===== src/rtl/ps2_ascii_decoder.sv =====
// ============================================================================
// Module   : ps2_ascii_decoder
// Purpose  : PS/2 set-2 scan codes to 7-bit ASCII with a ready/valid output FIFO.
//            Define KBD_SHIFT_MAP_EN to enable Shift/Caps Lock tracking and the
//            shifted character map.
// Revision : 1.0 - initial release
// ============================================================================
`default_nettype none

module ps2_ascii_decoder #(
  parameter int FIFO_DEPTH = 8
) (
  input  logic       clk,
  input  logic       rst,
  input  logic       code_valid,
  input  logic [7:0] code_data,
  output logic       ascii_valid,
  input  logic       ascii_ready,
  output logic [6:0] ascii_data,
  output logic       shift_state,
  output logic       caps_state,
  output logic       overflow
);

  localparam int AW = (FIFO_DEPTH > 1) ? $clog2(FIFO_DEPTH) : 1;
  localparam int CW = AW + 1;
  localparam logic [CW-1:0] FULL_CNT = CW'(FIFO_DEPTH);

  typedef enum logic [1:0] {
    ST_IDLE    = 2'd0,
    ST_BRK     = 2'd1,
    ST_EXT     = 2'd2,
    ST_EXT_BRK = 2'd3
  } state_t;

  state_t state_q, state_d;
  logic   is_make;
  logic   is_break;

  // Bit 7 flags a mapped code; bits 6:0 hold the unshifted character.
  function automatic logic [7:0] base_map(input logic [7:0] code);
    case (code)
      8'h45: return {1'b1, 7'h30};
      8'h16: return {1'b1, 7'h31};
      8'h1E: return {1'b1, 7'h32};
      8'h26: return {1'b1, 7'h33};
      8'h25: return {1'b1, 7'h34};
      8'h2E: return {1'b1, 7'h35};
      8'h36: return {1'b1, 7'h36};
      8'h3D: return {1'b1, 7'h37};
      8'h3E: return {1'b1, 7'h38};
      8'h46: return {1'b1, 7'h39};
      8'h1C: return {1'b1, 7'h61};
      8'h32: return {1'b1, 7'h62};
      8'h21: return {1'b1, 7'h63};
      8'h23: return {1'b1, 7'h64};
      8'h24: return {1'b1, 7'h65};
      8'h2B: return {1'b1, 7'h66};
      8'h34: return {1'b1, 7'h67};
      8'h33: return {1'b1, 7'h68};
      8'h43: return {1'b1, 7'h69};
      8'h3B: return {1'b1, 7'h6A};
      8'h42: return {1'b1, 7'h6B};
      8'h4B: return {1'b1, 7'h6C};
      8'h3A: return {1'b1, 7'h6D};
      8'h31: return {1'b1, 7'h6E};
      8'h44: return {1'b1, 7'h6F};
      8'h4D: return {1'b1, 7'h70};
      8'h15: return {1'b1, 7'h71};
      8'h2D: return {1'b1, 7'h72};
      8'h1B: return {1'b1, 7'h73};
      8'h2C: return {1'b1, 7'h74};
      8'h3C: return {1'b1, 7'h75};
      8'h2A: return {1'b1, 7'h76};
      8'h1D: return {1'b1, 7'h77};
      8'h22: return {1'b1, 7'h78};
      8'h35: return {1'b1, 7'h79};
      8'h1A: return {1'b1, 7'h7A};
      8'h29: return {1'b1, 7'h20};
      8'h5A: return {1'b1, 7'h0D};
      8'h66: return {1'b1, 7'h08};
      default: return 8'h00;
    endcase
  endfunction

  always_ff @(posedge clk) begin
    if (rst) state_q <= ST_IDLE;
    else     state_q <= state_d;
  end

  // A prefix byte arriving in a break state is taken as the code byte itself.
  always_comb begin
    state_d  = state_q;
    is_make  = 1'b0;
    is_break = 1'b0;
    if (code_valid) begin
      case (state_q)
        ST_IDLE: begin
          if (code_data == 8'hF0)      state_d = ST_BRK;
          else if (code_data == 8'hE0) state_d = ST_EXT;
          else                         is_make = 1'b1;
        end
        ST_BRK: begin
          is_break = 1'b1;
          state_d  = ST_IDLE;
        end
        ST_EXT: begin
          if (code_data == 8'hF0) state_d = ST_EXT_BRK;
          else                    state_d = ST_IDLE;
        end
        ST_EXT_BRK: state_d = ST_IDLE;
        default:    state_d = ST_IDLE;
      endcase
    end
  end

  logic [7:0] base;
  logic [6:0] push_char;
  logic       push_req;

  assign base     = base_map(code_data);
  assign push_req = is_make & base[7];

`ifdef KBD_SHIFT_MAP_EN
  logic shl_q, shl_d, shr_q, shr_d, caps_held_q, caps_held_d, caps_q, caps_d;
  logic shift_now;

  function automatic logic [6:0] shifted_digit(input logic [3:0] d);
    case (d)
      4'd0:    return 7'h29;
      4'd1:    return 7'h21;
      4'd2:    return 7'h40;
      4'd3:    return 7'h23;
      4'd4:    return 7'h24;
      4'd5:    return 7'h25;
      4'd6:    return 7'h5E;
      4'd7:    return 7'h26;
      4'd8:    return 7'h2A;
      default: return 7'h28;
    endcase
  endfunction

  assign shift_now = shl_q | shr_q;

  always_ff @(posedge clk) begin
    if (rst) begin
      shl_q       <= 1'b0;
      shr_q       <= 1'b0;
      caps_held_q <= 1'b0;
      caps_q      <= 1'b0;
    end else begin
      shl_q       <= shl_d;
      shr_q       <= shr_d;
      caps_held_q <= caps_held_d;
      caps_q      <= caps_d;
    end
  end

  // Caps only toggles on the first make; typematic repeats see the held flag.
  always_comb begin
    shl_d       = shl_q;
    shr_d       = shr_q;
    caps_held_d = caps_held_q;
    caps_d      = caps_q;
    if (is_make) begin
      case (code_data)
        8'h12: shl_d = 1'b1;
        8'h59: shr_d = 1'b1;
        8'h58: begin
          if (!caps_held_q) caps_d = ~caps_q;
          caps_held_d = 1'b1;
        end
        default: ;
      endcase
    end else if (is_break) begin
      case (code_data)
        8'h12:   shl_d       = 1'b0;
        8'h59:   shr_d       = 1'b0;
        8'h58:   caps_held_d = 1'b0;
        default: ;
      endcase
    end
  end

  always_comb begin
    push_char = base[6:0];
    if (base[6:0] >= 7'h61 && base[6:0] <= 7'h7A) begin
      if (shift_now ^ caps_q) push_char = base[6:0] - 7'h20;
    end else if (base[6:0] >= 7'h30 && base[6:0] <= 7'h39) begin
      if (shift_now) push_char = shifted_digit(base[3:0]);
    end
  end

  assign shift_state = shift_now;
  assign caps_state  = caps_q;
`else
  assign push_char   = base[6:0];
  assign shift_state = 1'b0;
  assign caps_state  = 1'b0;
`endif

  logic [6:0]    mem_q [FIFO_DEPTH];
  logic [AW-1:0] wr_ptr_q, wr_ptr_d, rd_ptr_q, rd_ptr_d;
  logic [CW-1:0] count_q, count_d;
  logic [6:0]    data_q, data_d;
  logic          ovf_q, ovf_d;
  logic          pop, full, push_ok;

  assign ascii_valid = (count_q != '0);
  assign ascii_data  = data_q;
  assign overflow    = ovf_q;
  assign pop         = ascii_valid & ascii_ready;
  assign full        = (count_q == FULL_CNT);
  assign push_ok     = push_req & (~full | pop);

  // Head register tracks the post-edge head; a push into an emptying FIFO bypasses memory.
  always_comb begin
    wr_ptr_d = wr_ptr_q + (push_ok ? AW'(1) : AW'(0));
    rd_ptr_d = rd_ptr_q + (pop ? AW'(1) : AW'(0));
    count_d  = count_q + CW'(push_ok) - CW'(pop);
    ovf_d    = ovf_q | (push_req & full & ~pop);
    if (count_d == '0)                         data_d = data_q;
    else if (push_ok && wr_ptr_q == rd_ptr_d)  data_d = push_char;
    else                                       data_d = mem_q[rd_ptr_d];
  end

  always_ff @(posedge clk) begin
    if (push_ok) mem_q[wr_ptr_q] <= push_char;
  end

  always_ff @(posedge clk) begin
    if (rst) begin
      wr_ptr_q <= '0;
      rd_ptr_q <= '0;
      count_q  <= '0;
      data_q   <= '0;
      ovf_q    <= 1'b0;
    end else begin
      wr_ptr_q <= wr_ptr_d;
      rd_ptr_q <= rd_ptr_d;
      count_q  <= count_d;
      data_q   <= data_d;
      ovf_q    <= ovf_d;
    end
  end

endmodule

`default_nettype wire


===== config.mk =====
export PLATFORM = sky130hd
export DESIGN_NAME = ps2_ascii_decoder
export DESIGN_NICKNAME = d
export VERILOG_FILES = /design/src/rtl/ps2_ascii_decoder.sv
export SDC_FILE = /design/constraint.sdc
export NUM_CORES = 1
export LEC_CHECK = 0
export CORE_MARGIN = 2
export CORE_UTILIZATION = 45
export DETAILED_ROUTE_END_ITERATION = 6
export PLACE_DENSITY_LB_ADDON = 0.08
export SETUP_SLACK_MARGIN = 0.02
export SYNTH_ARGS = -nofsm -noshare
export SYNTH_HDL_FRONTEND = slang
export SYNTH_SLANG_ARGS = --single-unit
export TNS_END_PERCENT = 5

===== constraint.sdc =====
create_clock -name clk -period 11.8 [get_ports clk]
set_input_delay 2.36 -clock clk [delete_from_list [all_inputs] [get_ports clk]]
set_output_delay 2.36 -clock clk [all_outputs]
set_load 0.005 [all_outputs]

==> impl_metrics.json, run 1 <==
{
  "avgRoutedWirePerCell_um": 19.9,
  "post-layout-total-power_mw": 0.855,
  "number_of_standard_cells_in_the_final_layout_excluding_fillers": 481,
  "grt_overflow_total": 0,
  "place.port_buffers": 20,
  "tns_ps": 0,
  "tritoncts": "yes",
  "period_minus_slack_ps": 6620,
  "reg2reg_from": "count_q[2]$_SDFF_PP0_",
  "maxCapViolCount": 0,
  "worst-endpoint-arrival_ps": 6910,
  "drt_iter0_markers": 185,
  "cts_made_buffers": 9,
  "htree_num_levels": 3,
  "synth-seq-area-share_pct": 50.0,
  "wire_length_of_the_first_global_routing_pass_um": 15000,
  "synth_top_cell_by_area": "sky130_fd_sc_hd__edfxtp_1",
  "number_of_global_route_vias_before_repair": 2727,
  "synthesis.instances": 350,
  "place_worst_setup_slack_ps": 4830,
  "antenna-diode-count": 0,
  "cellLeakagePower_nw": 1.65,
  "ios": 23,
  "synth-edff-count": 56,
  "seq_area_um2": 2080,
  "holdBufCountCts": 0,
  "route.antenna.remaining_nets": 0,
  "timing.slew.headroom_pct": 30.9,
  "vdd.ir_drop.worst_mv": 0.0820,
  "cts.sinks": 76,
  "global_route.usage.total_pct": 20.0,
  "synth_largest_type_area_fraction_pct": 40.4,
  "postSynth.asyncResetShare_pct": 0,
  "clk_root_buffer_cell": "sky130_fd_sc_hd__clkbuf_8",
  "cp-startpoint": "code_data[1]",
  "cts.reportedPaths.clkPinSlew_ps": 90,
  "pwr_density_cell_nw_per_um2": 183,
  "post_dp_area_um2": 4450,
  "initial_core_util_pct": 45.7,
  "totalWireLength_um": 9580,
  "post-route-util_pct": 51.2,
  "status": "complete, no violations",
  "timing.fmax_mhz": 151,
  "worst-slew-pin-transition_ps": 1030,
  "drc": 0,
  "report.final.setup_viol": 0,
  "leading_cell_type_by_number_of_instances_after_synthesis": "sky130_fd_sc_hd__edfxtp_1",
  "fill_cells": 803,
  "finalNetCount": 395,
  "final_min_period_over_clock_period_pct": 56.1,
  "area.growth.synth_to_final_pct": 12.1,
  "detail_route.vias_per_cell": 5.89,
  "multi_input_area_um2": 1920,
  "cp.required_ps": 12090,
  "synth.area.top_cells": "sky130_fd_sc_hd__edfxtp_1 (40%), sky130_fd_sc_hd__dfxtp_1 (9.6%), sky130_fd_sc_hd__mux4_2 (7.6%), sky130_fd_sc_hd__ha_1 (5.1%), sky130_fd_sc_hd__mux2_2 (2.7%)",
  "layout-drive-gt1-share_pct": 14.1,
  "fin_skew_ps": 14.3,
  "hold_start": "ascii_data[1]$_SDFFE_PP0P_",
  "yosys_most_used_dff": "sky130_fd_sc_hd__edfxtp_1",
  "ys_seq_elements": 76,
  "hold_ws_ps": 492,
  "synth_area_um2": 4160,
  "critPathKind": "in -> reg",
  "critPathLaunchType": "primary input",
  "gpl.final_weighted_congestion": 0.891,
  "ys_warn_count": 0,
  "final.setup.worst_slack_ps": 5180,
  "worst_hold_path_type": "reg -> reg",
  "synth_top_cells_by_count": "sky130_fd_sc_hd__edfxtp_1 (56), sky130_fd_sc_hd__nor2_1 (25), sky130_fd_sc_hd__dfxtp_1 (20), sky130_fd_sc_hd__ha_1 (17)",
  "drv_slew": 0,
  "place.detailed.instances": 465,
  "die_h_um": 100,
  "core.rowCount": 35,
  "dr_total_vias": 2832,
  "grt_setup_unrepaired": "false",
  "synthesized_area_per_cell_um2": 11.9,
  "place.detailed.hpwl_um": 6510,
  "synth.lib_cells_used.distinct": 64,
  "ctsLongestPathBuffers": 2,
  "pin_count_of_the_biggest_net_entering_global_routing": 43,
  "core_area_um2": 9110,
  "crit_fanout": 15,
  "cts_setup_buffers": 0,
  "firstDrtPassIters": 5,
  "fin_area_um2": 4670,
  "number_of_antenna_violations_at_the_first_check_in_global_routing": 0,
  "timing.critical_path.to_type": "register",
  "hold_viol": 0,
  "cts-resized-gates": 0,
  "clk_latency_ps": 340,
  "fp.dieW_um": 100,
  "design.die.area_um2": 10000
}
-- registers in the layout (all words and copies together) (netlist names) --
register,cells
count_q,4
ascii_data,7
state_q,2
wr_ptr_q,3
rd_ptr_q,3
mem_q,56
overflow,1
-- report_power, final --
part           switching (mW)  internal (mW)
sequential             0.0115          0.307
clock                  0.0994          0.120
combinational           0.149          0.168
-- placed cells by master (no fill, tap or decap), types with 3 or more instances in the layout --
cell | Yosys | routed
sky130_fd_sc_hd__inv_1 | 15 | 15
sky130_fd_sc_hd__o21ai_0 | 15 | 15
sky130_fd_sc_hd__nand2_1 | 16 | 16
sky130_fd_sc_hd__nor3_1 | 6 | 6
sky130_fd_sc_hd__nor2b_1 | 16 | 16
sky130_fd_sc_hd__a21oi_1 | 11 | 11
sky130_fd_sc_hd__ha_1 | 17 | 17
sky130_fd_sc_hd__mux2_2 | 10 | 10
sky130_fd_sc_hd__nand3_1 | 5 | 5
sky130_fd_sc_hd__mux2i_1 | 6 | 6
sky130_fd_sc_hd__nand2b_1 | 13 | 13
sky130_fd_sc_hd__nor2_1 | 25 | 25
sky130_fd_sc_hd__mux4_2 | 14 | 14
sky130_fd_sc_hd__and2_1 | 5 | 5
sky130_fd_sc_hd__edfxtp_1 | 56 | 56
sky130_fd_sc_hd__dfxtp_1 | 20 | 20
sky130_fd_sc_hd__o211ai_1 | 5 | 5
sky130_fd_sc_hd__buf_4 | 3 | 7
sky130_fd_sc_hd__clkdlybuf4s50_1 | 0 | 20
sky130_fd_sc_hd__a311oi_1 | 3 | 3
sky130_fd_sc_hd__clkbuf_8 | 0 | 9
sky130_fd_sc_hd__a22o_1 | 6 | 6
sky130_fd_sc_hd__xnor2_1 | 4 | 4
sky130_fd_sc_hd__nor4b_1 | 4 | 4
-- area by class of cell --
type / instances / share of cell area, %
clock inverters: 7 / 2.09
multi-input cells: 236 / 41.0
clock buffers: 9 / 2.65
repair buffers: 27 / 5.42
inverters: 15 / 1.21
flip-flops and latches: 76 / 44.6
well taps: 111 / 2.98
-- worst max-delay path, stage by stage --
cell and delay, ps:
sky130_fd_sc_hd__clkdlybuf4s50_1 770, sky130_fd_sc_hd__inv_1 220, sky130_fd_sc_hd__ha_1 370, sky130_fd_sc_hd__nor2b_1 250
sky130_fd_sc_hd__o21ai_0 130, sky130_fd_sc_hd__a211o_1 360, sky130_fd_sc_hd__nor4b_1 530, sky130_fd_sc_hd__inv_1 100
sky130_fd_sc_hd__ha_1 290, sky130_fd_sc_hd__inv_1 50, sky130_fd_sc_hd__ha_1 150, sky130_fd_sc_hd__inv_1 60
sky130_fd_sc_hd__fa_1 370, sky130_fd_sc_hd__xor2_1 160, sky130_fd_sc_hd__nand4b_1 130, sky130_fd_sc_hd__nor2b_1 390
sky130_fd_sc_hd__a32o_1 220
-- final timing paths --
| kind | to | slack (ps) | cells past startpoint |
|---|---|---|---|
| worst max-delay path | ascii_data[0]$_SDFFE_PP0P_ | 5180 | 17 |
| worst max register to register | ascii_data[0]$_SDFFE_PP0P_ | 7900 | 12 |
| worst min-delay path | ascii_data[1]$_SDFFE_PP0P_ | 490 | 1 |
| worst min register to register | ascii_data[1]$_SDFFE_PP0P_ | 490 | 1 |
-- per-layer routing --
layer	track usage [%]	up-vias	routed length [µm]
met5	0	-	0
met3	3.55	6	545
met2	32.9	88	4650
li1	-	1349	-
met4	4.43	0	70
met1	28.0	1389	4310
-- cells by family (layout without fill, tap and decap cells) --
kind of cell / Yosys count / in the layout / share of synthesized area [%]
XOR/XNOR: 7 / 7 / 1.80
flip-flops: 76 / 76 / 50.0
adder cells (fa/ha/maj): 18 / 18 / 5.59
other: 1 / 2 / 0.0901
multiplexers: 30 / 30 / 11.7
AND/OR/NAND/NOR: 108 / 108 / 14.4
AO/OA/AOI/OAI: 71 / 71 / 12.3
buffers and inverters: 39 / 58 / 4.12
(Power assumes the default switching activity.)
==> inputs of run 2 (changes only) <==
clock period = 5.5 ns   (was 11.8 ns; I/O delays follow)
==> run 2 against run 1 <==
Worst setup slack lost 4600 ps; clock power grew 76%; critical path depth grew 1; combinational power grew 110%; final cell count grew 2.5%; flip-flop and latch count is the same; register-to-register slack lost 5900 ps; sequential share of layout area shrank 0.43 points; power grew 100%; largest cell class unchanged.
==> impl_metrics.json, run 2 (synthesis gave the netlist of run 1 again) <==
{
  "clk_root_buffer_cell": "sky130_fd_sc_hd__clkbuf_8",
  "area.growth.synth_to_final_pct": 13.2,
  "mostFrequentLayoutCell": "sky130_fd_sc_hd__edfxtp_1",
  "totalWireLength_um": 9660,
  "net-switching-power_mw": 0.557,
  "holdBufCountCts": 0,
  "worst_hold_path_type": "reg -> reg",
  "place_worst_setup_slack_ps": 222,
  "final_cell_mix": "sky130_fd_sc_hd__edfxtp_1 (56), sky130_fd_sc_hd__nor2_1 (25), sky130_fd_sc_hd__dfxtp_1 (20), sky130_fd_sc_hd__clkdlybuf4s50_1 (20), sky130_fd_sc_hd__buf_4 (19)",
  "detail_route.vias_per_cell": 5.85,
  "tritoncts": "yes",
  "fp.dieW_um": 100,
  "status": "complete, no violations",
  "drt_iter0_markers": 158,
  "place.port_buffers": 20,
  "gpl.final_weighted_congestion": 0.945,
  "htree_num_levels": 3,
  "avgRoutedWirePerCell_um": 19.6,
  "final_min_period_over_clock_period_pct": 90.1,
  "core_area_um2": 9110,
  "route.antenna.remaining_nets": 0,
  "final.setup.worst_slack_ps": 547,
  "post-layout-total-power_mw": 1.75,
  "hold_viol": 0,
  "crit_fanout": 14,
  "report.final.setup_viol": 0,
  "cellLeakagePower_nw": 1.68,
  "pin_count_of_the_biggest_net_entering_global_routing": 27,
  "fin_skew_ps": 14.2,
  "antenna-diode-count": 0,
  "clk_latency_ps": 350,
  "seq_area_um2": 2080,
  "die_h_um": 100,
  "place.detailed.hpwl_um": 6720,
  "cts-resized-gates": 0,
  "cts.reportedPaths.clkPinSlew_ps": 80,
  "cts_setup_buffers": 0,
  "pwr_density_cell_nw_per_um2": 371,
  "power_report.internal_total_mw": 1.19,
  "design.die.area_um2": 10000,
  "vdd.ir_drop.worst_mv": 0.203,
  "power.sequential.fraction_pct": 39.2,
  "firstDrtPassIters": 4,
  "timing.fmax_mhz": 202,
  "worst-slew-pin-transition_ps": 1200,
  "finalNetCount": 407,
  "worst-endpoint-arrival_ps": 5240,
  "max_flop_register": "mem_q",
  "layout-drive-gt1-share_pct": 16.8,
  "timing.critical_path.to_type": "register",
  "global_route.usage.total_pct": 20.2,
  "core.rowCount": 35,
  "fill_cells": 815,
  "power.clock.fraction_pct": 22.2,
  "tns_ps": 0,
  "largest_register_ff_count": 56,
  "ctsLongestPathBuffers": 2,
  "ios": 23,
  "number_of_global_route_vias_before_repair": 2758,
  "wire_length_of_the_first_global_routing_pass_um": 15200,
  "number_of_antenna_violations_at_the_first_check_in_global_routing": 0,
  "dr_total_vias": 2883,
  "sw_frac_of_total_pct": 31.9,
  "critPathKind": "in -> reg",
  "maxCapViolCount": 0,
  "cts.sinks": 76,
  "cp.required_ps": 5780,
  "multi_input_area_um2": 1920,
  "critPathLaunchType": "primary input",
  "post-route-util_pct": 51.7,
  "grt_setup_unrepaired": "false",
  "drc": 0,
  "period_minus_slack_ps": 4950,
  "drv_slew": 0,
  "cts_made_buffers": 9,
  "initial_core_util_pct": 45.7,
  "comb_power_share_pct": 38.6,
  "timing.slew.headroom_pct": 19.0,
  "grt_overflow_total": 0
}
==> run 2: cell count changes in the layout (fill, tap and decap cells not counted), sizes merged <==
cell / change
buf: +12
clkinvlp: +2
bufinv: -2
clkbuf: +1
clkinv: -1
==> run 2: layer usage <==
| metal | vias to the layer above | part of all wire, % | track usage, % |
|---|---|---|---|
| met3 | 15 | 5.4 | 3.83 |
| met5 | - | 0 | 0 |
| li1 | 1365 | - | - |
| met2 | 103 | 46 | 29.9 |
| met4 | 0 | 1.4 | 7.38 |
| met1 | 1400 | 47 | 29.7 |
==> run 2: cell type report <==
type,count,share of cell area (%)
Clock buffer,10,2.71
Clock inverter,6,1.04
Inverter,15,1.19
Multi-Input combinational cell,236,40.7
Sequential cell,76,44.2
Tap cell,111,2.95
Timing Repair Buffer,39,7.28
==> run 2: metrics by stage <==
stage               cell area [µm²]  std cells  hold slack (ps)
finish                         4710        493              499
global route                   4710        493              513
CTS                            4710        493              499
detailed placement             4540        477              480
global placement               4540        477              476
floorplan                      4170        351              457
==> run 2: power groups by stage <==
| stage | logic (mW) | registers, mW | clock network (mW) |
|---|---|---|---|
| after floorplan | 0.498 | 0.693 | 0 |
| after global placement | 0.679 | 0.700 | 0 |
| after detailed placement | 0.686 | 0.700 | 0 |
| after CTS | 0.690 | 0.687 | 0.396 |
| after global routing | 0.747 | 0.691 | 0.420 |
| final | 0.676 | 0.686 | 0.388 |
==> run 2: path summary, 6_finish.rpt <==
| kind | start | endpoint | slack, ps | cells after the start |
|---|---|---|---|---|
| worst max-delay path | code_data[1] | ascii_data[3]$_SDFFE_PP0P_ | 550 | 18 |
| worst min-delay path | ascii_data[6]$_SDFFE_PP0P_ | ascii_data[6]$_SDFFE_PP0P_ | 500 | 1 |
| worst max register to register | count_q[2]$_SDFF_PP0_ | ascii_data[0]$_SDFFE_PP0P_ | 2010 | 13 |
| worst min register to register | ascii_data[6]$_SDFFE_PP0P_ | ascii_data[6]$_SDFFE_PP0P_ | 500 | 1 |
==> run 2: worst max-delay path, cell delays in order <==
cell                              delay [ps]
sky130_fd_sc_hd__clkdlybuf4s50_1         480
sky130_fd_sc_hd__buf_4                   210
sky130_fd_sc_hd__ha_1                    330
sky130_fd_sc_hd__nand2b_1                120
sky130_fd_sc_hd__and3_1                  210
sky130_fd_sc_hd__o311a_1                 400
sky130_fd_sc_hd__nor4b_1                 290
sky130_fd_sc_hd__buf_4                   180
sky130_fd_sc_hd__inv_1                    40
sky130_fd_sc_hd__ha_1                    260
sky130_fd_sc_hd__inv_1                    50
sky130_fd_sc_hd__ha_1                    150
sky130_fd_sc_hd__inv_1                    50
sky130_fd_sc_hd__fa_1                    380
sky130_fd_sc_hd__xor2_1                  170
sky130_fd_sc_hd__nand4b_1                140
sky130_fd_sc_hd__nor2b_1                 430
sky130_fd_sc_hd__a32o_1                  240
